<file path="config.mk">
export PLATFORM = sky130hd
export DESIGN_NAME = spi_peripheral
export DESIGN_NICKNAME = d
export VERILOG_FILES = /design/src/rtl/spi_peripheral_pkg.sv /design/src/rtl/spi_peripheral_sync_edge.sv /design/src/rtl/spi_peripheral.sv
export SDC_FILE = /design/constraint.sdc
export NUM_CORES = 1
export LEC_CHECK = 0
export BUFFER_PORTS_ARGS = -buffer_cell sky130_fd_sc_hd__buf_2
export CAP_MARGIN = 20
export CELL_PAD_IN_SITES_DETAIL_PLACEMENT = 0
export CELL_PAD_IN_SITES_GLOBAL_PLACEMENT = 2
export CORE_MARGIN = 2
export CORE_UTILIZATION = 30
export DETAILED_ROUTE_END_ITERATION = 6
export HOLD_SLACK_MARGIN = 0.1
export PLACE_DENSITY_LB_ADDON = 0.12
export RECOVER_POWER = 25
export SYNTH_ARGS = -nofsm -noshare
export SYNTH_HDL_FRONTEND = slang
export SYNTH_SLANG_ARGS = --single-unit
</file>
<file path="constraint.sdc">
create_clock -name clk -period 2.3 [get_ports clk]
set_clock_uncertainty 0.05 [all_clocks]
set_input_delay 0.345 -clock clk [delete_from_list [all_inputs] [get_ports clk]]
set_output_delay 0.345 -clock clk [all_outputs]
set_load 0.02 [all_outputs]
</file>
<file path="src/rtl/spi_peripheral_pkg.sv">
// Shared constants and state type for the SPI register peripheral.
package spi_peripheral_pkg;
  localparam int FRAME_BITS = 16;
  localparam int CNT_W      = 5;
  localparam int NUM_REGS   = 5;

  localparam logic [6:0] ADDR_EN_OUT_LO = 7'h00;
  localparam logic [6:0] ADDR_EN_OUT_HI = 7'h01;
  localparam logic [6:0] ADDR_EN_PWM_LO = 7'h02;
  localparam logic [6:0] ADDR_EN_PWM_HI = 7'h03;
  localparam logic [6:0] ADDR_DUTY      = 7'h04;

  typedef enum logic [1:0] {
    ST_IDLE,
    ST_SHIFT,
    ST_COMMIT
  } state_e;
endpackage

</file>
<file path="src/rtl/spi_peripheral_sync_edge.sv">
// Multi-flop synchronizer with rise/fall detection against a one-cycle-delayed copy.
module sync_edge #(
  parameter int   STAGES  = 2,
  parameter logic RST_VAL = 1'b0
) (
  input  logic clk,
  input  logic rst_n,
  input  logic d_i,
  output logic q_o,
  output logic rise_o,
  output logic fall_o
);
  logic [STAGES-1:0] sync_q, sync_d;
  logic              prev_q, prev_d;
  logic [STAGES:0]   vld_pipe_q, vld_pipe_d;

  always_comb begin
    sync_d     = {sync_q[STAGES-2:0], d_i};
    prev_d     = sync_q[STAGES-1];
    vld_pipe_d = {vld_pipe_q[STAGES-1:0], 1'b1};
  end

  always_ff @(posedge clk or negedge rst_n) begin
    if (!rst_n) begin
      sync_q     <= {STAGES{RST_VAL}};
      prev_q     <= RST_VAL;
      vld_pipe_q <= '0;
    end else begin
      sync_q     <= sync_d;
      prev_q     <= prev_d;
      vld_pipe_q <= vld_pipe_d;
    end
  end

  // Edges are suppressed until the chain holds only post-reset samples, so the
  // reset value cannot masquerade as a transition on a line held low.
  assign q_o    = sync_q[STAGES-1];
  assign rise_o = vld_pipe_q[STAGES] &  q_o & ~prev_q;
  assign fall_o = vld_pipe_q[STAGES] & ~q_o &  prev_q;
endmodule

</file>
<file path="src/rtl/spi_peripheral.sv">
// SPI mode-0 write-only register block: 16-bit frames {rw, addr[6:0], data[7:0]}.
module spi_peripheral
  import spi_peripheral_pkg::*;
#(
  parameter int         SYNC_STAGES = 2,
  parameter logic [6:0] MAX_ADDR    = 7'h04
) (
  input  logic       clk,
  input  logic       rst_n,
  input  logic       ncs,
  input  logic       sclk,
  input  logic       copi,
  output logic [7:0] en_reg_out_7_0,
  output logic [7:0] en_reg_out_15_8,
  output logic [7:0] en_reg_pwm_7_0,
  output logic [7:0] en_reg_pwm_15_8,
  output logic [7:0] pwm_duty_cycle,
  output logic       wr_strobe
);
  logic ncs_rise, ncs_fall, sclk_rise, copi_s;
  logic ncs_lvl_unused, sclk_lvl_unused, sclk_fall_unused;
  logic copi_rise_unused, copi_fall_unused;

  sync_edge #(.STAGES(SYNC_STAGES), .RST_VAL(1'b1)) u_ncs (
    .clk(clk), .rst_n(rst_n), .d_i(ncs),
    .q_o(ncs_lvl_unused), .rise_o(ncs_rise), .fall_o(ncs_fall));

  sync_edge #(.STAGES(SYNC_STAGES), .RST_VAL(1'b0)) u_sclk (
    .clk(clk), .rst_n(rst_n), .d_i(sclk),
    .q_o(sclk_lvl_unused), .rise_o(sclk_rise), .fall_o(sclk_fall_unused));

  sync_edge #(.STAGES(SYNC_STAGES), .RST_VAL(1'b0)) u_copi (
    .clk(clk), .rst_n(rst_n), .d_i(copi),
    .q_o(copi_s), .rise_o(copi_rise_unused), .fall_o(copi_fall_unused));

  state_e                            state_q, state_d;
  logic [FRAME_BITS-1:0]             sreg_q, sreg_d;
  logic [CNT_W-1:0]                  cnt_q, cnt_d;
  logic [NUM_REGS-1:0][7:0]          regs_q, regs_d;
  logic [6:0]                        addr;
  logic                              write_ok;

  assign addr     = sreg_q[14:8];
  assign write_ok = (state_q == ST_COMMIT) && (cnt_q == CNT_W'(FRAME_BITS)) &&
                    sreg_q[15] && (addr <= MAX_ADDR) && (addr < 7'(NUM_REGS));

  always_comb begin
    state_d = state_q;
    sreg_d  = sreg_q;
    cnt_d   = cnt_q;
    regs_d  = regs_q;
    unique case (state_q)
      ST_IDLE: begin
        if (ncs_fall) begin
          state_d = ST_SHIFT;
          sreg_d  = '0;
          cnt_d   = '0;
        end
      end
      ST_SHIFT: begin
        // Frame end wins over a coincident sclk edge.
        if (ncs_rise) begin
          state_d = ST_COMMIT;
        end else if (sclk_rise && (cnt_q < CNT_W'(FRAME_BITS))) begin
          sreg_d = {sreg_q[FRAME_BITS-2:0], copi_s};
          cnt_d  = cnt_q + CNT_W'(1);
        end
      end
      ST_COMMIT: begin
        if (write_ok) regs_d[addr[2:0]] = sreg_q[7:0];
        state_d = ST_IDLE;
      end
      default: state_d = ST_IDLE;
    endcase
  end

  always_ff @(posedge clk or negedge rst_n) begin
    if (!rst_n) begin
      state_q <= ST_IDLE;
      sreg_q  <= '0;
      cnt_q   <= '0;
      regs_q  <= '0;
    end else begin
      state_q <= state_d;
      sreg_q  <= sreg_d;
      cnt_q   <= cnt_d;
      regs_q  <= regs_d;
    end
  end

  assign wr_strobe       = write_ok;
  assign en_reg_out_7_0  = regs_q[ADDR_EN_OUT_LO[2:0]];
  assign en_reg_out_15_8 = regs_q[ADDR_EN_OUT_HI[2:0]];
  assign en_reg_pwm_7_0  = regs_q[ADDR_EN_PWM_LO[2:0]];
  assign en_reg_pwm_15_8 = regs_q[ADDR_EN_PWM_HI[2:0]];
  assign pwm_duty_cycle  = regs_q[ADDR_DUTY[2:0]];
endmodule

</file>
# Yosys cells after proc, flatten, opt, wreduce, memory -nomap -nowiden
# Cells that the tools add are included.
[totals]
ff_bits = 77
out_inout_bits = 41
[op_classes]
n_addsub = 1
order_cmp = 5
eq_ne = 7
mux = 14
bitwise_logic = 9
reduce_logical = 11
[op_table]
columns = ["cell", "count"]
rows = [
  ["$mux 16", 3],
  ["$bwmux 40", 1],
  ["$pmux 16 s2", 1],
  ["$demux 8 s3", 1],
  ["$mux 5", 3],
  ["$pmux 5 s2", 1],
  ["$mux 8", 1],
  ["$ne 2x2->1 const B", 4],
  ["$le 7x3->1 const B", 1],
  ["$lt 7x3->1 const B", 1],
  ["$and 1x1->1", 6],
  ["$logic_and 1x1->1", 6],
  ["$add 5x1->5 const B", 1],
  ["$eq 5x5->1 const B", 1],
  ["$lt 5x5->1 const B", 1],
  ["$lt 3x4->1 const B", 1],
  ["$mux 2", 2],
  ["$pmux 2 s2", 1],
  ["$reduce_and 2->1", 2],
  ["$reduce_and 4->1", 1],
  ["$ge 3x1->1 const B", 1],
  ["$not 1->1", 3],
  ["$eq 2x1->1 const B", 1],
  ["$eq 2x2->1 const B", 1],
  ["other kinds (2)", 2],
]

# Depth between registers and ports, before layout
# Gate-level depths: netlist of run 1.
[depth]
ltp_word = 6
ltp_mapped = 6

# By module
# A second synthesis of run 1 with hierarchy kept.
[hier_totals]
hier_cells = 230
hier_area_um2 = 3190.6
[modules_own_cells]
columns = ["module", "n_inst", "cells_per_inst", "area_each_um2", "seq_area_each_um2"]
rows = [
  ["spi_peripheral", 1, 203, 2672.6, 1576.5],
  ["sync_edge at u_copi ...", 2, 9, 171.4, 150.1],
  ["sync_edge at u_ncs", 1, 9, 175.2, 153.9],
]

# Worst setup path after synthesis of run 1
# No wires, ideal clock.
[synth_path]
path_type = "register to output"
start = "reg sreg_q[11]"
end = "out wr_strobe"
arrival_time_ns = 1.727
required_time_ns = 1.905
setup_slack_ns = 0.178
path_stages_with_launch = 3
path_buffers = 0
path_cell_list = "dfrtp_1 > or4b_1 > nor4b_1"
[synth_via]
elab_chain_len = 3
[synth_rtl]
columns = ["item", "line", "text"]
rows = [
  ["from (decl)", "spi_peripheral.sv:37", "logic [FRAME_BITS-1:0] sreg_q, sreg_d;"],
  ["from (signal assigned)", "spi_peripheral.sv:85", "sreg_q <= sreg_d;"],
  ["$le 7x3->1", "spi_peripheral.sv:45", "sreg_q[15] && (addr <= MAX_ADDR) && (addr < 7'(NUM_REGS));"],
  ["$logic_and 1x1->1", "spi_peripheral.sv:45", ""],
  ["$logic_and 1x1->1 *", "spi_peripheral.sv:45", ""],
  ["to (decl)", "spi_peripheral.sv:18", "output logic wr_strobe"],
]
# Mark *: on every way between the ends. The rest lies on a longest branch, timed or not.

# Worst setup path after layout of run 1
[layout_path]
start = "reg sreg_q[12]"
end = "out wr_strobe"
# The elaborated chain is that of the path after synthesis.

==> summary.txt, run 1 <==
Run status
  • Status: finished clean

Timing
  • Max-slew violations: 0
  • Period minus WS final: 2.21 ns
  • Final hold viol count: 0
  • Min setup slack post-route: 0.0942 ns
  • Fmax: 0.453 GHz
  • Worst-margin pin slew: 0.994 ns
  • Max_slew headroom: 0.337
  • Final TNS setup: 0 ns
  • RSZ-0062 raised after global routing: no
  • Finish-stage setup viols: 0
  • Period Utilization, post-route: 0.959

Route
  • First-pass DRT Iterations: 4
  • Vias per inst: 4.69
  • Iter 0 DRT Violations: 55
  • Detailed Route WL: 5910 um
  • DR vias: 1,690
  • Routed wire length per instance: 16.4 um
  • Final ANT Viol Nets: 0
  • # DRC: 0

Hold path
  • Worst min path class: register to register
  • Hold Startpoint: u_copi.sync_q[0]

Yosys
  • Sequential-to-total area share from yosys stat: 0.671
  • Distinct cell type count after synthesis: 31
  • Avg Cell Area, Syn: 15.5 um2
  • Post-synthesis compound-gate area fraction: 0.0652
  • Largest family of logic cells by synthesized area: multiplexers
  • Syn nets: 185
  • Post-synth EDFFs: 0
  • Post-synthesis cell count: 178
  • Synth Flop Type: dfrtp_1
  • Post-synth ARST share: 1.00
  • YS warnings: 0
  • Synth Area in XOR/XNOR: 0.00317
  • Mux cell area share after synthesis: 0.171
  • Mapped Area: 2760 um2
  • Synthesized flop and latch total: 74
  • Post-synthesis simple-gate area fraction: 0.0697
  • Post-Synth Adder-Cell Area: 0.00905

Setup path
  • CP Capture Type: output port
  • Worst EP required: 1.90 ns
  • Crit start category: register
  • Max FO, Critical Path: 3
  • Setup slack, reg-to-reg: 0.11 ns
  • Worst Path Arrival: 1.81 ns
  • Worst r2r src: sreg_q[12]
  • Worst setup path start: sreg_q[12]
  • WS Path Type: register to output port

Layout
  • Core Util, Final: 0.384
  • P&R area growth vs syn: 26.6%
  • Final instance area: 3500 um2
  • Nets: 252
  • N_diodes: 0
  • Share of cells above drive strength 1: 0.446
  • Most frequent cells in the layout: dfrtp_1 (71), buf_2 (44), mux2_2 (32), a22o_1 (17), buf_4 (12)
  • Fill cells: 869
  • Most common cell after layout, fill and taps aside: dfrtp_1

Placed design
  • IO buf count: 45
  • HPWL Detailed: 3870 um
  • Pre-CTS WS: 0.0345 ns
  • Area after DPL: 3210 um2
  • GPL Wtd Cong: 0.734

GRT
  • Vias in the first global route: 1,772
  • Initial antenna violation count: 0
  • Grt met2 use: 0.188
  • Largest net degree at the start of global routing: 75
  • First-pass GRT wire length: 9630 um
  • Met3 usage: 0.0404
  • Met1 Use GR: 0.179
  • Top Usage Layer GRT: met2
  • Remaining global-route overflow: 0
  • Gr usage total: 0.128

Floorplan
  • Top Ports: 46
  • Die Wd: 100 um
  • Core ar.: 9110 um2
  • Full die area: 10000 um2
  • Rows: 35
  • Chip height: 100 um
  • Initial Util: 0.303

Power and ir drop
  • Power Total: 2.71 mW
  • Leakage power: 1.83 nW
  • Sequential fraction of design power: 0.517
  • Pint: 2.12 mW
  • Peak supply drop: 285 uV
  • Clk pwr share: 0.434
  • Switching share of power: 0.217
  • Switch Pwr: 587 uW
  • Gate power share: 0.049
  • Cell Pwr Density: 773 nW/um2

Clocking
  • Latest clock arrival within the worst-skew pair: 0.34 ns
  • CTS Buf Count: 9
  • CTS Buffer Depth: 2
  • CTS tree: done
  • Clk sinks: 74
  • Clk slew on worst S/H paths: 0.07 ns
  • CTS root buffer: clkbuf_8
  • CTS HTree Levels: 3

Job
  • Max-Cap Viols: 0
final timing paths:
kind / to / cells past startpoint
worst max-delay path: wr_strobe / 3
worst min-delay path: u_copi.sync_q[1] / 0
worst max register to register: en_reg_out_15_8[4] / 5
worst min register to register: u_copi.sync_q[1] / 0
max in group asynchronous: sreg_q[3] / 3
min in group asynchronous: cnt_q[1] / 3
cells by family (layout without fill, tap and decap cells):
kind of cell	count (synthesis)	after routing
and+or+nand+nor	29	29
adders and majority gates	2	2
buffers and inverters	7	78
AOI/OAI and AO/OA	22	22
DFF	74	74
xor gates and xnor gates	1	1
muxes	42	42
other	1	1
metrics by stage:
stage	hold WS [ns]	std cells
global placement	0.282	340
detailed placement	0.285	340
CTS	0.303	359
global route	0.309	360
finish	0.302	360
floorplan	-0.000591	178
metal layers:
layer | share of wire | up-vias
met3 | 0.044 | 6
met5 | 0 | -
li1 | - | 775
met2 | 0.46 | 36
met4 | 0.011 | 0
met1 | 0.49 | 873
power groups by stage:
| stage | Sequential, mW | Combinational [mW] | Clock (mW) |
|---|---|---|---|
| final | 1.40 | 0.133 | 1.17 |
| after global routing | 1.41 | 0.152 | 1.27 |
| after CTS | 1.40 | 0.139 | 1.22 |
| after detailed placement | 1.42 | 0.132 | 0 |
| after global placement | 1.42 | 0.122 | 0 |
| after floorplan | 1.41 | 0.0735 | 0 |
state kept, by name (all words and copies together) (netlist names), 2 cells and up:
signal and count:
en_reg_out_7_0 8, u_sclk.sync_q 2, u_ncs.sync_q 2, cnt_q 5
u_copi.sync_q 2, u_sclk.vld_pipe_q 2, pwm_duty_cycle 8, en_reg_pwm_7_0 8
en_reg_pwm_15_8 8, state_q 2, sreg_q 16, en_reg_out_15_8 8
layout make-up:
class / instances / area [um2] / share of cell area
clock buffers: 10 / 128 / 0.0365
inverters: 2 / 7.51 / 0.00215
flip-flops and latches: 74 / 1860 / 0.530
clock inverters: 5 / 104 / 0.0297
multi-input cells: 97 / 908 / 0.260
well taps: 111 / 139 / 0.0397
repair buffers: 61 / 358 / 0.102
synth_stat cells, types with 2 or more instances:
cell	n	area share
nor2b_1	2	0.0045
inv_1	2	0.0027
nor2_1	5	0.0068
nor3_1	2	0.0036
clkbuf_1	5	0.0068
mux2_2	32	0.13
dfstp_2	3	0.029
nand3b_1	3	0.0081
dfrtp_1	71	0.64
o21ai_0	2	0.0036
mux2_1	9	0.037
nand2_1	4	0.0054
ha_1	2	0.0091
nand3_1	3	0.0054
a22o_1	17	0.054
timing repair:
item	4_1_cts	5_1_grt
setup endpoints to repair	1	4
gates resized for setup	2	3
pin swaps	0	3
endpoints found under the hold margin	74	0
buffers inserted	0	1
hold buffers	4	0
critical path: stages, from the launching register on:
cell and delay (ns):
dfrtp_1 0.41, or4b_4 0.58, nor4b_4 0.31, buf_4 0.19
Power figures use the tool's default switching activity.
==> run 2, diff against run 1 <==
--- a/config.mk
+++ b/config.mk
@@ -17,4 +17,5 @@
 export RECOVER_POWER = 25
 export SYNTH_ARGS = -nofsm -noshare
 export SYNTH_HDL_FRONTEND = slang
+export SYNTH_HIERARCHICAL = 1
 export SYNTH_SLANG_ARGS = --single-unit
==> run 2 against run 1 <==
Compared with the run above:
- utilization increased by 0.12 points
- sequential share of layout area decreased by 2.0 points
- critical path depth increased by 2
- maximum frequency increased by 1.6%
- area after synthesis increased by 11%
- critical path type unchanged
- largest cell class unchanged
- highest routed layer unchanged
==> summary.txt, run 2 <==
Floorplan
  • Full die area: 11,000 um2
  • Die Wd: 105 um
  • Chip height: 105 um
  • Core ar.: 9820 um2
  • Initial Util: 0.312
  • Top Ports: 46
  • Rows: 36

Setup path
  • FF-to-FF path depth: 5
  • Worst Path Arrival: 1.78 ns
  • Crit start category: register
  • WS Path Type: register to output port
  • Worst EP required: 1.90 ns
  • Max FO, Critical Path: 6
  • CP Capture Type: output port
  • R2R Path End: en_reg_out_7_0[5]
  • Setup slack, reg-to-reg: 0.24 ns
  • Worst r2r src: cnt_q[0]

Yosys
  • YS warnings: 6
  • Mapped Area: 3060 um2
  • Avg Cell Area, Syn: 13.8 um2
  • Syn nets: 229
  • Post-synthesis cell count: 222

GRT
  • Largest net degree at the start of global routing: 40
  • Remaining global-route overflow: 0
  • Gr usage total: 0.127
  • Initial antenna violation count: 0
  • First-pass GRT wire length: 10,800 um
  • Vias in the first global route: 1,948

Clocking
  • CTS root buffer: clkbuf_8
  • Clk sinks: 77
  • CTS HTree Levels: 3
  • Post_cts resized: 0
  • Clk slew on worst S/H paths: 0.09 ns
  • CTS Buf Count: 9
  • CTS tree: done
  • Latest clock arrival within the worst-skew pair: 0.35 ns
  • CTS Buffer Depth: 2

Power and ir drop
  • Cell Pwr Density: 711 nW/um2
  • Peak supply drop: 281 uV
  • Leakage power: 1.92 nW

Timing
  • Finish-stage setup viols: 0
  • Period Utilization, post-route: 0.944
  • Worst-margin pin slew: 1.03 ns
  • RSZ-0062 raised after global routing: no
  • Fmax: 0.461 GHz
  • Final hold viol count: 0
  • Max-slew violations: 0
  • Period minus WS final: 2.17 ns
  • Final TNS setup: 0 ns
  • Max_slew headroom: 0.316

Layout
  • N_diodes: 0
  • P&R area growth vs syn: 23.7%
  • Largest reg by FF count: sreg_q
  • Final Non-Filler Cells: 424
  • Nets: 293
  • Share of cells above drive strength 1: 0.419
  • Most frequent cells in the layout: dfrtp_1 (74), buf_2 (43), mux2_2 (40), inv_1 (20)
  • Number of flip-flops under the largest register name: 16
  • Most common cell after layout, fill and taps aside: dfrtp_1

Route
  • DR vias: 1,909
  • First-pass DRT Iterations: 4
  • Final ANT Viol Nets: 0
  • Routed wire length per instance: 15.5 um
  • Detailed Route WL: 6580 um
  • Vias per inst: 4.50
  • Iter 0 DRT Violations: 77
  • # DRC: 0

Placed design
  • GPL Wtd Cong: 0.700
  • HPWL Detailed: 4310 um
  • IO buf count: 45
  • Dpl cells: 404

Job
  • Max-Cap Viols: 0

Hold path
  • WHS Path Cells: 0
  • Hold endpoint: u_ncs/vld_pipe_q[2]
  • Hold Startpoint: u_ncs/vld_pipe_q[1]
  • Worst min path class: register to register

Run status
  • Status: finished clean
## run 2: metrics by stage
step | setup slack [ns] | util | area [um2] | total power [mW] | hold slack, ns
floorplan | 0.396 | - | 3060 | 1.50 | -0.000591
finish | 0.129 | 0.385 | 3780 | 2.69 | 0.304
detailed placement | 0.248 | 0.359 | 3530 | 1.58 | 0.285
global route | 0.0196 | 0.385 | 3780 | 2.84 | 0.309
global placement | 0.289 | 0.359 | 3530 | 1.58 | 0.284
CTS | 0.105 | 0.386 | 3790 | 2.76 | 0.305
## run 2: worst max-delay path, cell delays in order, from the launching register on
cell,delay [ns]
dfrtp_1,0.40
inv_1,0.09
ha_1,0.14
and4b_1,0.38
and4_1,0.25
buf_2,0.17
## run 2: worst max-delay path by stage
stage	start	to	depth (start not counted)
after floorplan	u_ncs/prev_q	cnt_q[1]	5
after global placement	cnt_q[2]	en_reg_out_7_0[2]	3
after global routing	cnt_q[0]	wr_strobe	5
after detailed placement	cnt_q[2]	en_reg_out_7_0[4]	3
final	cnt_q[0]	wr_strobe	5
after CTS	cnt_q[0]	wr_strobe	5
## run 2: what timing repair did
action                                  4_1_cts  5_1_grt
buffers inserted                              0        0
hold endpoints to repair                     38        0
endpoints found under the setup margin        0        0
hold buffers                                  4        0
## run 2: final cells by class
| type | count | area, um2 |
|---|---|---|
| clock inverter | 6 | 93.8 |
| tap | 133 | 166 |
| fill | 1011 | 6030 |
| clock buffer | 10 | 128 |
| sequential | 77 | 1930 |
| timing repair buffer | 60 | 359 |
| inverter | 20 | 75.1 |
| multi-input combinational | 118 | 1030 |
## run 2: power by group
group          internal, mW  switching, mW  leakage [nW]  total [mW]
registers              1.38         0.0166          1.04        1.40
logic                0.0489          0.106         0.773       0.155
clock network         0.621          0.519         0.107        1.14
## run 2: per-layer routing
metal,routed length (um),share of wire,track usage,up-vias
met2,2850,0.43,0.179,44
met4,85,0.013,0.0429,0
met5,0,0,0,-
met1,3400,0.52,0.187,953
li1,-,-,-,904
met3,239,0.036,0.0374,8
==> run 3, diff against run 2 <==
--- a/config.mk
+++ b/config.mk
@@ -10,11 +10,13 @@
 export CELL_PAD_IN_SITES_DETAIL_PLACEMENT = 0
 export CELL_PAD_IN_SITES_GLOBAL_PLACEMENT = 2
 export CORE_MARGIN = 2
-export CORE_UTILIZATION = 30
+export CORE_UTILIZATION = 39
 export DETAILED_ROUTE_END_ITERATION = 6
+export GPL_ROUTABILITY_DRIVEN = 0
 export HOLD_SLACK_MARGIN = 0.1
 export PLACE_DENSITY_LB_ADDON = 0.12
 export RECOVER_POWER = 25
+export SLEW_MARGIN = 20
 export SYNTH_ARGS = -nofsm -noshare
 export SYNTH_HDL_FRONTEND = slang
 export SYNTH_HIERARCHICAL = 1
==> run 3 against run 2 <==
Compared with the run above:
- maximum frequency increased by 0.52%
- sequential share of layout area is 1.1 points higher
- combinational power barely moved
- non-clock buffer count unchanged
- via count hardly changed
- count of clock-buffer cells in the layout is 1 higher
- flip-flop and latch count is the same
- largest cell class unchanged
- largest power group unchanged
==> summary.txt, run 3 (same netlist as run 2, synthesis figures left out) <==
Setup path
  • Worst Path Arrival: 1.76 ns
  • Max FO, Critical Path: 6
  • Worst EP required: 1.90 ns
  • Crit start category: register
  • WS Path Type: register to output port
  • Setup slack, reg-to-reg: 0.34 ns
  • CP Capture Type: output port

Placed design
  • IO buf count: 45
  • HPWL Detailed: 4060 um
  • Area after DPL: 3500 um2

Timing
  • Max-slew violations: 0
  • Finish-stage setup viols: 0
  • Period Utilization, post-route: 0.939
  • Worst-margin pin slew: 1.00 ns
  • Max_slew headroom: 0.331
  • Final hold viol count: 0
  • Final TNS setup: 0 ns
  • Fmax: 0.463 GHz
  • RSZ-0062 raised after global routing: no
  • Period minus WS final: 2.16 ns

Clocking
  • Postcts setup bufs: 0
  • CTS root buffer: clkbuf_8
  • CTS tree: done
  • Post_cts resized: 0
  • CTS Buffer Depth: 2
  • Latest clock arrival within the worst-skew pair: 0.34 ns
  • CTS Buf Count: 9
  • Clk sinks: 77
  • CTS HTree Levels: 3
  • Clk slew on worst S/H paths: 0.07 ns
  • Post-CTS Hold Buffers: 4

Floorplan
  • Core ar.: 7650 um2
  • Die Wd: 92.6 um
  • Full die area: 8570 um2
  • Rows: 32
  • Initial Util: 0.400
  • Chip height: 92.6 um
  • Top Ports: 46

Power and ir drop
  • Cell Pwr Density: 660 nW/um2
  • Power Total: 2.45 mW
  • Peak supply drop: 406 uV
  • Leakage power: 1.89 nW

Layout
  • N_diodes: 0
  • Most frequent cells in the layout: dfrtp_1 (74), buf_2 (44), mux2_2 (40), inv_1 (20)
  • FF+latch area: 1930 um2
  • Final instance area: 3710 um2
  • Multi-input gate area: 1030 um2
  • Largest reg by FF count: sreg_q
  • Most common cell after layout, fill and taps aside: dfrtp_1
  • Fill cells: 703
  • P&R area growth vs syn: 21.1%
  • Nets: 293
  • Number of flip-flops under the largest register name: 16
  • Share of cells above drive strength 1: 0.419

GRT
  • Initial antenna violation count: 0
  • Largest net degree at the start of global routing: 39
  • Vias in the first global route: 1,907
  • Gr usage total: 0.160
  • Remaining global-route overflow: 0
  • First-pass GRT wire length: 10,400 um

Route
  • Final ANT Viol Nets: 0
  • DR vias: 1,908
  • Iter 0 DRT Violations: 95
  • First-pass DRT Iterations: 4
  • # DRC: 0
  • Routed wire length per instance: 15.8 um
  • Vias per inst: 4.85
  • Detailed Route WL: 6220 um

Hold path
  • Worst min path class: register to register

Run status
  • Status: finished clean

Job
  • Max-Cap Viols: 0
==> run 3: metal layers <==
metal,vias up,routed length (um),global-route usage
li1,913,-,-
met1,951,3280,0.243
met2,42,2620,0.221
met3,2,290,0.0545
met4,0,22,0.0373
met5,-,0,0
==> run 3: through the flow <==
step	std cells	utilization	hold WS, ns	worst slack (ns)
after floorplan	222	-	-0.000591	0.396
after global placement	373	0.458	0.281	0.358
after detailed placement	373	0.458	0.285	0.309
after CTS	393	0.485	0.303	0.140
after global routing	393	0.485	0.309	0.0459
final	393	0.485	0.300	0.140
==> run 3: path summary, 6_finish.rpt <==
kind	depth (start not counted)	start	to
max in group asynchronous	3	rst_n	sreg_q[10]
setup / recovery	5	cnt_q[0]	wr_strobe
min in group asynchronous	2	rst_n	u_ncs/vld_pipe_q[1]
hold / removal	0	u_ncs/vld_pipe_q[1]	u_ncs/vld_pipe_q[2]
setup reg to reg	5	cnt_q[0]	en_reg_pwm_7_0[0]
hold reg to reg	0	u_ncs/vld_pipe_q[1]	u_ncs/vld_pipe_q[2]
==> run 3: final cells by class <==
| cell class | instances | share of cell area |
|---|---|---|
| flip-flops and latches | 77 | 0.521 |
| multi-input cells | 118 | 0.279 |
| repair buffers | 60 | 0.101 |
| clock buffers | 11 | 0.0354 |
| well taps | 102 | 0.0344 |
| inverters | 20 | 0.0203 |
| clock inverters | 5 | 0.00979 |
==> run 3: power breakdown <==
part / leakage [nW] / switching, mW / internal [mW]
Sequential: 1.04 / 0.0167 / 1.38
Clock: 0.0760 / 0.498 / 0.395
Combinational: 0.779 / 0.104 / 0.0523
==> run 3: critical path, stage by stage (launching register included) <==
cell	delay, ns
dfrtp_1	0.40
inv_1	0.09
ha_1	0.14
and4b_1	0.38
and4_1	0.26
buf_2	0.17
